### src/rtl/mips_pkg.sv
// rtl/mips_pkg.sv - shared MIPS decode constants, ALU codes and control bundle
package mips_pkg;

   typedef enum logic [2:0] {
      ALU_AND  = 3'b000,
      ALU_OR   = 3'b001,
      ALU_ADD  = 3'b010,
      ALU_PASS = 3'b101,
      ALU_SUB  = 3'b110,
      ALU_SLT  = 3'b111
   } alu_op_t;

   localparam logic [5:0] OP_RTYPE = 6'b000000;
   localparam logic [5:0] OP_J     = 6'b000010;
   localparam logic [5:0] OP_BEQ   = 6'b000100;
   localparam logic [5:0] OP_ADDI  = 6'b001000;
   localparam logic [5:0] OP_SLTI  = 6'b001010;
   localparam logic [5:0] OP_ANDI  = 6'b001100;
   localparam logic [5:0] OP_ORI   = 6'b001101;
   localparam logic [5:0] OP_LW    = 6'b100011;
   localparam logic [5:0] OP_SW    = 6'b101011;

   localparam logic [5:0] FN_ADD = 6'b100000;
   localparam logic [5:0] FN_SUB = 6'b100010;
   localparam logic [5:0] FN_AND = 6'b100100;
   localparam logic [5:0] FN_OR  = 6'b100101;
   localparam logic [5:0] FN_SLT = 6'b101010;

   typedef struct packed {
      logic reg_write;
      logic mem_read;
      logic mem_write;
      logic branch;
   } ctrl_t;

   // Operand2 source; SRC_JUMP also redirects operand1 to the jump target.
   typedef enum logic [1:0] {
      SRC_RT   = 2'd0,
      SRC_SEXT = 2'd1,
      SRC_ZEXT = 2'd2,
      SRC_JUMP = 2'd3
   } b_sel_t;

   typedef enum logic [1:0] {
      DST_NONE = 2'd0,
      DST_RT   = 2'd1,
      DST_RD   = 2'd2
   } dst_sel_t;

endpackage

### src/rtl/alu_op_decoder.sv
// rtl/alu_op_decoder.sv - opcode/funct to ALU code, operand select and control bundle
module alu_op_decoder
   import mips_pkg::*;
(
   input  logic [5:0] opcode,
   input  logic [5:0] funct,
   output alu_op_t    alu_op,
   output b_sel_t     b_sel,
   output dst_sel_t   dst_sel,
   output ctrl_t      ctrl,
   output logic       store,
   output logic       illegal
);

   always_comb begin
      alu_op  = ALU_AND;
      b_sel   = SRC_RT;
      dst_sel = DST_NONE;
      ctrl    = '0;
      store   = 1'b0;
      illegal = 1'b0;
      case (opcode)
         OP_RTYPE: begin
            dst_sel        = DST_RD;
            ctrl.reg_write = 1'b1;
            case (funct)
               FN_AND:  alu_op = ALU_AND;
               FN_OR:   alu_op = ALU_OR;
               FN_ADD:  alu_op = ALU_ADD;
               FN_SUB:  alu_op = ALU_SUB;
               FN_SLT:  alu_op = ALU_SLT;
               default: begin
                  illegal = 1'b1;
                  dst_sel = DST_NONE;
                  ctrl    = '0;
               end
            endcase
         end
         OP_ADDI: begin
            alu_op = ALU_ADD; b_sel = SRC_SEXT; dst_sel = DST_RT; ctrl.reg_write = 1'b1;
         end
         OP_ANDI: begin
            alu_op = ALU_AND; b_sel = SRC_ZEXT; dst_sel = DST_RT; ctrl.reg_write = 1'b1;
         end
         OP_ORI: begin
            alu_op = ALU_OR; b_sel = SRC_ZEXT; dst_sel = DST_RT; ctrl.reg_write = 1'b1;
         end
         OP_SLTI: begin
            alu_op = ALU_SLT; b_sel = SRC_SEXT; dst_sel = DST_RT; ctrl.reg_write = 1'b1;
         end
         OP_LW: begin
            alu_op = ALU_ADD; b_sel = SRC_SEXT; dst_sel = DST_RT;
            ctrl.reg_write = 1'b1;
            ctrl.mem_read  = 1'b1;
         end
         OP_SW: begin
            alu_op = ALU_ADD; b_sel = SRC_SEXT; store = 1'b1;
            ctrl.mem_write = 1'b1;
         end
         OP_BEQ: begin
            alu_op = ALU_SUB; ctrl.branch = 1'b1;
         end
         OP_J: begin
            alu_op = ALU_PASS; b_sel = SRC_JUMP;
         end
         default: illegal = 1'b1;
      endcase
   end

endmodule

### src/rtl/id_ex_alu_issue.sv
// rtl/id_ex_alu_issue.sv - ID/EX issue register feeding the EX ALU; ID_EX_FORWARD_EN adds EX/MEM and MEM/WB bypass
module id_ex_alu_issue
   import mips_pkg::*;
#(
   parameter int DW = 32,
   parameter int RW = 5
) (
   input  logic          clk,
   input  logic          rst_n,
   input  logic          in_valid,
   input  logic [31:0]   instr,
   input  logic [DW-1:0] rs_data,
   input  logic [DW-1:0] rt_data,
   input  logic          stall,
   input  logic          flush,
`ifdef ID_EX_FORWARD_EN
   input  logic          exm_wr,
   input  logic [RW-1:0] exm_reg,
   input  logic [DW-1:0] exm_data,
   input  logic          wb_wr,
   input  logic [RW-1:0] wb_reg,
   input  logic [DW-1:0] wb_data,
`endif
   output logic          ex_valid,
   output logic [2:0]    alu_op,
   output logic [DW-1:0] alu_a,
   output logic [DW-1:0] alu_b,
   output logic [DW-1:0] store_data,
   output logic [RW-1:0] dest_reg,
   output logic          reg_write,
   output logic          mem_read,
   output logic          mem_write,
   output logic          branch,
   output logic          illegal
);

   alu_op_t  dec_op;
   b_sel_t   dec_bsel;
   dst_sel_t dec_dst;
   ctrl_t    dec_ctrl;
   logic     dec_store;
   logic     dec_illegal;

   alu_op_decoder u_dec (
      .opcode  (instr[31:26]),
      .funct   (instr[5:0]),
      .alu_op  (dec_op),
      .b_sel   (dec_bsel),
      .dst_sel (dec_dst),
      .ctrl    (dec_ctrl),
      .store   (dec_store),
      .illegal (dec_illegal)
   );

   logic [RW-1:0] rs_spec, rt_spec;
   logic [DW-1:0] rs_val, rt_val;
   logic [DW-1:0] a_nxt, b_nxt, sd_nxt;
   logic [RW-1:0] dest_nxt;
   ctrl_t         ctrl_nxt, ctrl_q;

   assign rs_spec = RW'(instr[25:21]);
   assign rt_spec = RW'(instr[20:16]);

   // EX/MEM is younger than MEM/WB, so it wins when both match.
   always_comb begin
      rs_val = rs_data;
      rt_val = rt_data;
`ifdef ID_EX_FORWARD_EN
      if (exm_wr && (exm_reg != '0) && (exm_reg == rs_spec))
         rs_val = exm_data;
      else if (wb_wr && (wb_reg != '0) && (wb_reg == rs_spec))
         rs_val = wb_data;
      if (exm_wr && (exm_reg != '0) && (exm_reg == rt_spec))
         rt_val = exm_data;
      else if (wb_wr && (wb_reg != '0) && (wb_reg == rt_spec))
         rt_val = wb_data;
`endif
   end

   always_comb begin
      a_nxt = rs_val;
      case (dec_bsel)
         SRC_SEXT: b_nxt = {{(DW-16){instr[15]}}, instr[15:0]};
         SRC_ZEXT: b_nxt = {{(DW-16){1'b0}}, instr[15:0]};
         SRC_JUMP: begin
            a_nxt = {{(DW-26){1'b0}}, instr[25:0]};
            b_nxt = '0;
         end
         default:  b_nxt = rt_val;
      endcase
      case (dec_dst)
         DST_RT:  dest_nxt = rt_spec;
         DST_RD:  dest_nxt = RW'(instr[15:11]);
         default: dest_nxt = '0;
      endcase
      ctrl_nxt = dec_ctrl;
      // A write to $0 is architecturally discarded, so never announce one.
      if (dest_nxt == '0)
         ctrl_nxt.reg_write = 1'b0;
      sd_nxt = dec_store ? rt_val : '0;
   end

   logic load_bubble, load_instr;
   assign load_bubble = flush || (!stall && (!in_valid || dec_illegal));
   assign load_instr  = !flush && !stall && in_valid && !dec_illegal;

   always_ff @(posedge clk or negedge rst_n) begin
      if (!rst_n) begin
         ex_valid   <= 1'b0;
         alu_op     <= ALU_AND;
         alu_a      <= '0;
         alu_b      <= '0;
         store_data <= '0;
         dest_reg   <= '0;
         ctrl_q     <= '0;
         illegal    <= 1'b0;
      end else begin
         if (load_bubble) begin
            ex_valid   <= 1'b0;
            alu_op     <= ALU_AND;
            alu_a      <= '0;
            alu_b      <= '0;
            store_data <= '0;
            dest_reg   <= '0;
            ctrl_q     <= '0;
         end else if (load_instr) begin
            ex_valid   <= 1'b1;
            alu_op     <= dec_op;
            alu_a      <= a_nxt;
            alu_b      <= b_nxt;
            store_data <= sd_nxt;
            dest_reg   <= dest_nxt;
            ctrl_q     <= ctrl_nxt;
         end
         if (!flush && !stall && in_valid && dec_illegal)
            illegal <= 1'b1;
      end
   end

   assign reg_write = ctrl_q.reg_write;
   assign mem_read  = ctrl_q.mem_read;
   assign mem_write = ctrl_q.mem_write;
   assign branch    = ctrl_q.branch;

endmodule

### config.mk
export PLATFORM = sky130hd
export DESIGN_NAME = id_ex_alu_issue
export DESIGN_NICKNAME = d
export VERILOG_FILES = /design/src/rtl/mips_pkg.sv /design/src/rtl/alu_op_decoder.sv /design/src/rtl/id_ex_alu_issue.sv
export SDC_FILE = /design/constraint.sdc
export NUM_CORES = 1
export LEC_CHECK = 0
export CORE_UTILIZATION = 49
export CTS_BUF_LIST = sky130_fd_sc_hd__clkbuf_2 sky130_fd_sc_hd__clkbuf_4 sky130_fd_sc_hd__clkbuf_8
export DETAILED_ROUTE_END_ITERATION = 8
export PLACE_DENSITY = 0.89
export SETUP_SLACK_MARGIN = 0.15
export SYNTH_ARGS = -nofsm -noshare
export SYNTH_HDL_FRONTEND = slang
export SYNTH_SLANG_ARGS = --single-unit
### constraint.sdc
create_clock -name clk -period 1.31 [get_ports clk]
set_input_delay 0.3275 -clock clk [delete_from_list [all_inputs] [get_ports clk]]
set_output_delay 0.3275 -clock clk [all_outputs]
set_load 0.05 [all_outputs]
==> run_results.csv, run 1 <==
group,metric,value,unit
yosys,syn_area_per_cell,11.1,sq um
die,fp-row-count,37,
cts,hold_buffers,1,
yosys,synthMuxAreaShare,8.48,%
yosys,synthDistinctLibCells,47,
yosys,ys_warn_count,0,
yosys,seq_area_frac_synth,51.8,%
yosys,synth_top_area_share,51.8,%
cts,cts_buffers,9,
status,status,"stopped before the end",
placement,io_buffers,210,
cts,cts_root_buffer,"clkbuf_8",
placement,place_area,9250,sq um
yosys,yosys.area.top_type,"dfrtp_1",
yosys,synth_top_cells_by_area,"dfrtp_1 (52%), mux2i_1 (8.5%), a22o_1 (7.3%)",
yosys,synth-edff-count,0,
yosys,synth_adder_area_share,0.471,%
cts,htreeDepth,3,
yosys,synth_top_family_by_area,"compound AO/OA/AOI/OAI gates",
die,die_w,106,um
placement,dpl.hpwl,15900,um
placement,place.gp.congestion,0.875,
yosys,syn_area,5310,sq um
yosys,ys_async_sr_fraction,100,%
cts,postCtsSetupRepairBufs,81,
yosys,netlist_instances,480,
yosys,synth_xor_area_share,0,%
yosys,synth_compound_area_share,22.6,%
yosys,synth-main-ff-cell,"dfrtp_1",
die,pin_count,211,
yosys,ys_ff_latch,110,
cts,clockBufferDepth,2,
status,lastStage,"clock tree synthesis",
status,stop_error,"[ERROR DPL-0038] Utilization greater than 100%, impossible to legalize",
cts,post_cts_resized,174,
die,fp.dieH,106,um
cts,cts.sinks,110,
die,initial_utilization,51.0,%
yosys,syn_nets,583,
yosys,yosys.area_share.simple,12.2,%
-- stage by stage --
| step | utilization (%) | setup WS [ps] | cells |
|---|---|---|---|
| 2_1_floorplan | - | -1040 | 480 |
| 3_3_place_gp | 88.8 | -1670 | 853 |
| 3_5_place_dp | 88.8 | -1900 | 853 |
-- cell usage after synthesis, types with 5 or more instances --
library cell,count
a22o_1,44
nand2_1,23
o21ai_0,29
nand2b_1,19
a211oi_2,26
clkbuf_1,14
buf_6,5
dfrtp_1,110
buf_2,11
nor2_1,44
buf_4,5
inv_1,6
a22oi_1,5
and3_1,16
mux2i_1,45
o21ai_1,6
nor2b_1,5
a21oi_1,22
-- cell families after synthesis --
family / after synthesis
compound gates: 152
flops: 110
fa+ha+maj: 2
simple gates: 127
mux: 45
buf+inv: 44
==> inputs of run 2 (changes only) <==
==> config.mk (replaced) <==
export PLATFORM = sky130hd
export DESIGN_NAME = id_ex_alu_issue
export DESIGN_NICKNAME = d
export VERILOG_FILES = /design/src/rtl/mips_pkg.sv /design/src/rtl/alu_op_decoder.sv /design/src/rtl/id_ex_alu_issue.sv
export SDC_FILE = /design/constraint.sdc
export NUM_CORES = 1
export LEC_CHECK = 0
export CORE_UTILIZATION = 40
export DETAILED_ROUTE_END_ITERATION = 8
export PLACE_DENSITY_LB_ADDON = 0.15
export SYNTH_ARGS = -nofsm -noshare
export SYNTH_HDL_FRONTEND = slang
export SYNTH_SLANG_ARGS = --single-unit
==> run 2 against run 1 <==
Net effect: the flow now finishes, with violations (setup timing); area after synthesis did not move; synthesized cell count did not move.
==> run_results.csv, run 2 <==
group,metric,value,unit
sta,setup_viol,111,
placement,dpl.cell_count,900,
setup_path,crit_arrival,2440,ps
grt,antenna_found_initial,0,
sta,worst_slew_margin_rel,63.9,%
placement,dpl.hpwl,13600,um
yosys,yosysMostFrequentCell,"dfrtp_1",
cts,clockBufferDepth,2,
sta,fmax,455,MHz
sta,final.setup_skew,0,ps
yosys,ys_async_sr_fraction,100,%
cts,clkTransAtPathRegs,70,ps
yosys,synth-edff-count,0,
yosys,ys_warn_count,0,
final_layout,drive_above_1_share,43.1,%
die,fp-row-count,41,
grt,grt_usage,31.2,%
die,die_w,117,um
grt,grt_pass1_wl,31400,um
placement,io_buffers,210,
setup_path,cp.required,1550,ps
routing,wl,21200,um
cts,cts_buffers,9,
grt,first_global_vias,5586,
setup_path,r2r_start,"store_data[14]$_DFFE_PN0P_",
routing,ant_nets,0,
setup_path,rr_worst_depth,2,
die,die_area,13700,sq um
yosys,synthDistinctLibCells,47,
yosys,netlist_instances,480,
yosys,syn_nets,583,
cts,cts.sinks,110,
yosys,syn_area,5310,sq um
grt,grt_max_degree,31,
yosys,syn_area_per_cell,11.1,sq um
sta,hold_violations,0,
setup_path,r2r_end,"store_data[14]$_DFFE_PN0P_",
placement,place_area,9380,sq um
final_layout,top_regs,"alu_a: 32 flops, alu_b: 32 flops, store_data: 32 flops",
die,initial_utilization,41.6,%
sta,final.setup.worst_slack,-887,ps
die,pin_count,211,
sta,slew_violations,0,
cts,insertion_delay,350,ps
final_layout,finalNonFillerCells,954,
routing,wl_per_cell,22.3,um
final_layout,final_cell_mix,"buf_12 (127), dfrtp_1 (109), clkdlybuf4s50_1 (84), buf_4 (71)",
final_layout,diodes,0,
setup_path,worst-path-max-fanout,5,
cts,cts_root_buffer,"clkbuf_16",
pwr,vdd_drop_max,956,uV
min_path,hold_class,"in -> async",
pwr,power_density,747,nW/um^2
yosys,ys_ff_latch,110,
routing,firstDrtPassIters,4,
sta,rsz0062_at_grt,"yes",
sta,fin_setup_tns,-40710,ps
sta,min_period,2200,ps
die,fp.dieH,117,um
yosys,seq_area_frac_synth,51.8,%
routing,drt_iter0_markers,384,
cts,cts_tree,"done",
setup_path,end_kind,"flip-flop",
yosys,synthTopCellsByCount,"dfrtp_1 (110), mux2i_1 (45), a22o_1 (44), nor2_1 (44), o21ai_0 (29)",
setup_path,critical_path_class,"in -> reg",
final_layout,fill_cells,670,
pwr,p_leak,4.64,nW
final_layout,final_common_cell,"buf_12",
job,drv_cap,0,
sta,fin_crit_sh,168,%
routing,num_vias,5336,
final_layout,syn_to_final_growth,96.2,%
status,status,"finished with violations",
die,core-area,12800,sq um
placement,place.gp.congestion,0.859,
pwr,power.total,7.78,mW
final_layout,num-nets-final,881,
status,violations,"setup timing",
grt,grt_overflow,0,
yosys,synth_top_area_share,51.8,%
routing,drcViolationCount,0,
final_layout,design_area,10400,sq um
yosys,synth-main-ff-cell,"dfrtp_1",
setup_path,cp-start-kind,"primary input",
routing,vias_per_cell,5.59,
cts,htreeDepth,3,
yosys,synth_top_cells_by_area,"dfrtp_1 (52%), mux2i_1 (8.5%), a22o_1 (7.3%)",
setup_path,r2r_setup_slack,410,ps
yosys,yosys.area.top_type,"dfrtp_1",
sta,worst_pin_slew,542,ps
-- run 2: cell counts after synthesis --
No cell type changed its count.
-- run 2: worst max-delay path by stage --
| stage | start | to | slack, ps |
|---|---|---|---|
| after floorplan | instr[31] | reg_write$_DFFE_PN0P_ | -1040 |
| after global placement | instr[5] | reg_write$_DFFE_PN0P_ | -1700 |
| after detailed placement | instr[5] | reg_write$_DFFE_PN0P_ | -1820 |
| after CTS | instr[31] | reg_write$_DFFE_PN0P_ | -790 |
| after global routing | instr[31] | reg_write$_DFFE_PN0P_ | -940 |
| final | instr[27] | reg_write$_DFFE_PN0P_ | -890 |
-- run 2: area by class of cell --
type / count / area (sq um) / share of cell area, %
clock inverters: 3 / 26.3 / 0.252
clock buffers: 12 / 267 / 2.56
inverters: 6 / 25.0 / 0.240
repair buffers: 325 / 4530 / 43.5
well taps: 172 / 215 / 2.06
multi-input cells: 326 / 2610 / 25.0
flip-flops and latches: 110 / 2750 / 26.4
-- run 2: worst max-delay path, cell delays in order --
cell and delay, ps:
clkdlybuf4s15_2 240, and3b_1 210, nor3b_4 160, nand2_2 120, buf_4 150, inv_4 50
ha_4 180, a22oi_2 160, nor2_2 70, or4_4 520, o221ai_2 150, a21oi_1 90
-- run 2: per-stage QoR --
| stage | util, % | hold slack (ps) | setup WS, ps |
|---|---|---|---|
| finish | 81.6 | 420 | -887 |
| detailed placement | 73.4 | 258 | -1820 |
| CTS | 80.9 | 392 | -789 |
| global route | 81.6 | 426 | -944 |
| global placement | 73.4 | 260 | -1700 |
| floorplan | - | 31.9 | -1040 |
-- run 2: cells by family after synthesis --
family | count (synthesis) | synth area share, %
AND/OR/NAND/NOR | 127 | 12.2
flip-flops | 110 | 51.8
buffers and inverters | 44 | 4.45
AO/OA/AOI/OAI | 152 | 22.6
adder cells (fa/ha/maj) | 2 | 0.471
multiplexers | 45 | 8.48
-- run 2: what timing repair did --
item / 4_1_cts / 5_1_grt
setup buffers: 24 / 18
setup endpoints to repair: 113 / 126
endpoints found under the hold margin: 17 / 0
pin swaps: 31 / 19
cloned: 10 / 1
hold buffers: 1 / 0
gates resized for setup: 109 / 21
-- run 2: report_power, final --
part	leakage, nW	internal (mW)	switching, mW
Sequential	1.52	3.44	0.0488
Clock	0.139	1.45	1.29
Combinational	2.99	0.809	0.750
-- run 2: routing by layer --
layer	GRT usage, %	up-vias	routed length (um)
li1	-	2353	-
met1	37.9	2694	8330
met5	0	-	0
met2	53.3	239	10600
met3	8.60	50	1670
met4	11.1	0	644
No activity file was read; power rests on OpenSTA's default activity.
==> inputs of run 3 (changes only) <==
--- a/config.mk
+++ b/config.mk
@@ -5,9 +5,11 @@
 export SDC_FILE = /design/constraint.sdc
 export NUM_CORES = 1
 export LEC_CHECK = 0
+export CORE_MARGIN = 5
 export CORE_UTILIZATION = 40
 export DETAILED_ROUTE_END_ITERATION = 8
 export PLACE_DENSITY_LB_ADDON = 0.15
+export SKIP_CTS_REPAIR_TIMING = 1
 export SYNTH_ARGS = -nofsm -noshare
 export SYNTH_HDL_FRONTEND = slang
 export SYNTH_SLANG_ARGS = --single-unit
==> run 3 against run 2 <==
Net effect: the run still ends with setup timing left; final area fell by 6.0%; sequential share of layout area rose by 1.7 points; die area rose by 14%; combinational power fell by 10%; via count fell by 6.8%; clock power fell by 3%; critical path depth fell by 2; total power fell by 3.2%; sequential cell count did not move; critical path type unchanged; critical endpoint unchanged; largest cell class unchanged; highest routed layer is now met5.
==> run_results.csv, run 3 (synthesized netlist as in run 2, its figures left out) <==
group,metric,value,unit
status,status,"finished with violations",
status,violations,"setup timing",
sta,slew_violations,0,
die,die_w,125,um
placement,dpl.hpwl,14000,um
setup_path,worst-path-max-fanout,5,
final_layout,final_cell_mix,"buf_12 (123), dfrtp_1 (109), clkdlybuf4s50_1 (85), buf_4 (47), a22o_1 (44)",
setup_path,cp-start-kind,"primary input",
min_path,holdPathEnd,"alu_b[5]$_DFFE_PN0P_",
pwr,p_leak,4.37,nW
sta,fin_setup_tns,-36970,ps
die,fp-row-count,42,
sta,worst_slew_margin_rel,75.2,%
placement,place_area,9260,sq um
final_layout,fin_util,74.6,%
placement,place.gp.congestion,0.876,
setup_path,cp_num_buf_inv,1,
die,initial_utilization,40.4,%
sta,min_period,2140,ps
setup_path,end_kind,"flip-flop",
sta,rsz0062_at_grt,"yes",
cts,cts_buffers,9,
final_layout,design_area,9800,sq um
sta,fin_crit_sh,163,%
final_layout,final_common_cell,"buf_12",
final_layout,diodes,0,
setup_path,crit_slowest_cell,"or4_4",
min_path,min_path_cells,4,
sta,final.setup_skew,0,ps
setup_path,max_stage_delay,530,ps
cts,insertion_delay,350,ps
cts,cts.sinks,110,
grt,first_global_vias,5098,
cts,cts_tree,"done",
sta,worst_pin_slew,372,ps
setup_path,r2r_setup_slack,430,ps
routing,drcViolationCount,0,
grt,antenna_found_initial,2,
grt,grt_pass1_wl,28900,um
sta,final.setup.worst_slack,-826,ps
pwr,power_density,768,nW/um^2
placement,io_buffers,210,
die,core-area,13100,sq um
routing,num_vias,4975,
setup_path,r2r_end,"alu_b[29]$_DFFE_PN0P_",
routing,vias_per_cell,5.45,
sta,setup_viol,101,
sta,hold_violations,0,
job,drv_cap,0,
cts,htreeDepth,3,
placement,place_ws,-1830,ps
cts,cts_root_buffer,"clkbuf_16",
die,pin_count,211,
cts,clockBufferDepth,2,
routing,firstDrtPassIters,4,
final_layout,num-nets-final,835,
grt,grt_usage,22.9,%
setup_path,r2r_start,"alu_b[29]$_DFFE_PN0P_",
grt,grt_max_degree,71,
routing,wl,18700,um
grt,grt_overflow,0,
setup_path,path_cells,"buf_6, or3_4, nor3b_4, nand2_2, ha_4, a22oi_2, nor2_2, or4_4, o221ai_2, a21oi_2",
sta,fmax,468,MHz
routing,ant_nets,0,
routing,wl_per_cell,20.5,um
final_layout,drive_above_1_share,36.8,%
routing,drt_iter0_markers,273,
die,fp.dieH,125,um
die,die_area,15700,sq um
min_path,hold_class,"in -> reg",
setup_path,rr_worst_depth,2,
min_path,min-delay-start,"instr[5]",
setup_path,cp.required,1540,ps
cts,clkTransAtPathRegs,80,ps
setup_path,crit_arrival,2370,ps
setup_path,critical_path_class,"in -> reg",
final_layout,top_regs,"alu_a: 32 flops, alu_b: 32 flops, store_data: 32 flops",
pwr,vdd_drop_max,659,uV
final_layout,syn_to_final_growth,84.5,%
setup_path,crit_family,"simple AND/OR/NAND/NOR gates",
==> run 3: through the flow <==
step                total power, mW  hold WS (ps)  cells
global placement               4.88           328    888
finish                         7.53           372    913
detailed placement             4.91           334    888
global route                   7.79           369    913
floorplan                      4.06          31.9    480
CTS                            7.55         -47.5    904
==> run 3: per-layer routing <==
layer  global-route usage, %  up-vias  part of all wire (%)
met5                       0        -                  0.14
met4                    5.93        4                   2.3
met3                    7.59       32                   6.8
met2                    36.7      198                    49
met1                    30.1     2481                    42
li1                        -     2260                     -
==> run 3: worst max-delay path by stage <==
stage	from	end	slack (ps)	cells after the start
after floorplan	instr[31]	reg_write$_DFFE_PN0P_	-1040	10
after global placement	instr[5]	reg_write$_DFFE_PN0P_	-1750	12
after detailed placement	instr[5]	reg_write$_DFFE_PN0P_	-1830	12
after CTS	instr[5]	reg_write$_DFFE_PN0P_	-1480	12
after global routing	instr[26]	reg_write$_DFFE_PN0P_	-870	13
final	instr[31]	reg_write$_DFFE_PN0P_	-830	10
==> run 3: report_power, final <==
part | switching [mW] | internal [mW] | total [mW] | leakage, nW
Sequential | 0.0479 | 3.44 | 3.48 | 1.52
Clock | 1.34 | 1.31 | 2.65 | 0.129
Combinational | 0.679 | 0.722 | 1.40 | 2.73
==> run 3: worst reg2reg max path: stages, from the launching register on <==
cell	delay (ps)
dfrtp_1	420
nand2b_1	160
and3_1	190
==> run 3: area by class of cell <==
class / count / area, sq um
timing repair buffer: 279 / 3990
inverter: 6 / 22.5
multi-input combinational: 326 / 2540
fill: 875 / 3330
clock inverter: 7 / 53.8
sequential: 110 / 2750
tap: 176 / 220
clock buffer: 9 / 225
==> inputs of run 4 (changes only) <==
--- a/config.mk
+++ b/config.mk
@@ -5,7 +5,7 @@
 export SDC_FILE = /design/constraint.sdc
 export NUM_CORES = 1
 export LEC_CHECK = 0
-export CORE_MARGIN = 5
+export CORE_MARGIN = 1
 export CORE_UTILIZATION = 40
 export DETAILED_ROUTE_END_ITERATION = 8
 export PLACE_DENSITY_LB_ADDON = 0.15
==> run 4 against run 3 <==
Net effect: the run still ends with setup timing left; die area shrank 12%; largest cell class unchanged; clock power rose by 3%; setup slack got worse by 170 ps; critical endpoint unchanged; register-to-register slack is essentially flat; utilization rose by 7.7 points; sequential cell count stayed put; global-route usage is 3.4 points higher; sequential share of layout area decreased by 1.9 points.
==> run_results.csv, run 4 (synthesized netlist as in run 2, its figures left out) <==
group,metric,value,unit
status,status,"finished with violations",
status,violations,"setup timing",
placement,place.gp.congestion,0.859,
sta,final.setup.worst_slack,-998,ps
sta,setup_viol,111,
final_layout,final_cell_mix,"buf_12 (130), dfrtp_1 (109), clkdlybuf4s50_1 (86), buf_4 (71), a22o_1 (44)",
routing,drcViolationCount,0,
cts,cts.sinks,110,
grt,antenna_found_initial,0,
final_layout,num-nets-final,883,
routing,num_vias,5371,
sta,final.setup_skew,0,ps
cts,clockBufferDepth,2,
setup_path,cp-start-kind,"primary input",
grt,first_global_vias,4996,
cts,clkTransAtPathRegs,70,ps
sta,fmax,433,MHz
job,drv_cap,0,
grt,grt_usage,26.3,%
die,die_area,13700,sq um
cts,cts_tree,"done",
sta,fin_crit_sh,176,%
die,die_w,117,um
setup_path,critical_path_class,"in -> reg",
die,core-area,12800,sq um
final_layout,multi_input_area,2660,sq um
setup_path,cp.required,1540,ps
cts,cts_root_buffer,"clkbuf_16",
placement,place_area,9380,sq um
pwr,p_leak,4.71,nW
final_layout,regArea,2750,sq um
pwr,power_density,741,nW/um^2
final_layout,fill_cells,661,
final_layout,top_regs,"alu_a: 32 flops, alu_b: 32 flops, store_data: 32 flops",
sta,rsz0062_at_grt,"yes",
sta,worst_pin_slew,350,ps
setup_path,crit_arrival,2540,ps
sta,min_period,2310,ps
grt,grt_overflow,0,
routing,wl,21400,um
grt,grt_max_degree,47,
routing,drt_iter0_markers,477,
routing,ant_nets,0,
pwr,vdd_drop_max,658,uV
die,pin_count,211,
sta,slew_violations,0,
routing,firstDrtPassIters,5,
grt,grt_pass1_wl,27000,um
routing,wl_per_cell,22.4,um
cts,htreeDepth,3,
final_layout,final_common_cell,"buf_12",
placement,io_buffers,210,
cts,insertion_delay,350,ps
final_layout,drive_above_1_share,43.2,%
die,fp.dieH,117,um
placement,place_ws,-1820,ps
setup_path,end_kind,"flip-flop",
die,fp-row-count,41,
sta,hold_violations,0,
setup_path,worst-path-max-fanout,5,
final_layout,diodes,0,
cts,cts_buffers,9,
die,initial_utilization,41.6,%
sta,worst_slew_margin_rel,76.5,%
sta,fin_setup_tns,-46660,ps
placement,dpl.hpwl,13600,um
routing,vias_per_cell,5.62,
final_layout,design_area,10500,sq um
min_path,hold_class,"in -> reg",
final_layout,syn_to_final_growth,98.0,%
-- run 4: cell types whose count changed in the layout (fill, tap and decap cells not counted), moves of 2 or more --
cell | previous run | this run
buf_4 | 47 | 71
o21ai_1 | 30 | 17
o21ai_2 | 1 | 14
clkbuf_16 | 11 | 19
buf_12 | 123 | 130
buf_6 | 7 | 13
buf_8 | 1 | 7
dlymetal6s2s_1 | 8 | 3
clkbuf_8 | 0 | 3
inv_6 | 3 | 0
buf_16 | 2 | 0
clkbuf_2 | 3 | 5
o31ai_1 | 2 | 0
o31ai_4 | 0 | 2
-- run 4: path summary, 6_finish.rpt --
path / cells past startpoint / startpoint / slack (ps) / to
max: 11 / instr[4] / -1000 / reg_write$_DFFE_PN0P_
min: 4 / instr[5] / 390 / alu_b[5]$_DFFE_PN0P_
max reg2reg: 2 / alu_b[21]$_DFFE_PN0P_ / 430 / alu_b[21]$_DFFE_PN0P_
min reg2reg: 2 / alu_b[11]$_DFFE_PN0P_ / 550 / alu_b[11]$_DFFE_PN0P_
max in group asynchronous: 3 / rst_n / 360 / store_data[8]$_DFFE_PN0P_
min in group asynchronous: 2 / rst_n / 430 / store_data[24]$_DFFE_PN0P_
-- run 4: final cells by class --
cell class                 count  area share, %
clock inverter                 3          0.250
sequential                   110           26.2
multi-input combinational    326           25.3
clock buffer                  12           2.53
tap                          172           2.05
inverter                       6          0.214
timing repair buffer         327           43.5
-- run 4: per-stage QoR --
step / instances / power, mW / hold WS [ps] / util (%)
2_1_floorplan: 480 / 4.06 / 31.9 / -
3_3_place_gp: 900 / 4.90 / 260 / 73.4
3_5_place_dp: 900 / 4.93 / 258 / 73.4
4_1_cts: 915 / 7.66 / -127 / 75.7
5_1_grt: 956 / 8.06 / 397 / 82.4
6_report: 956 / 7.79 / 386 / 82.4
-- run 4: layer usage --
layer | share of wire [%] | GRT usage [%] | vias up
met5 | 0 | 0 | -
met4 | 2.1 | 5.65 | 0
met3 | 7.7 | 8.60 | 40
met2 | 51 | 43.9 | 270
met1 | 40 | 33.2 | 2708
li1 | - | - | 2353
-- run 4: critical path, stage by stage --
cell      delay (ps)
buf_6            100
nor2b_4          200
and3b_1          240
nor3b_4          230
nand2_2          120
ha_4             200
a22oi_2          200
nor2_2            60
or4_4            540
o221ai_2         200
a21oi_1          110
-- run 4: power by group --
part / switching [mW] / internal (mW) / leakage (nW)
sequential: 0.0494 / 3.44 / 1.52
combinational: 0.760 / 0.809 / 3.05
clock: 1.28 / 1.45 / 0.139
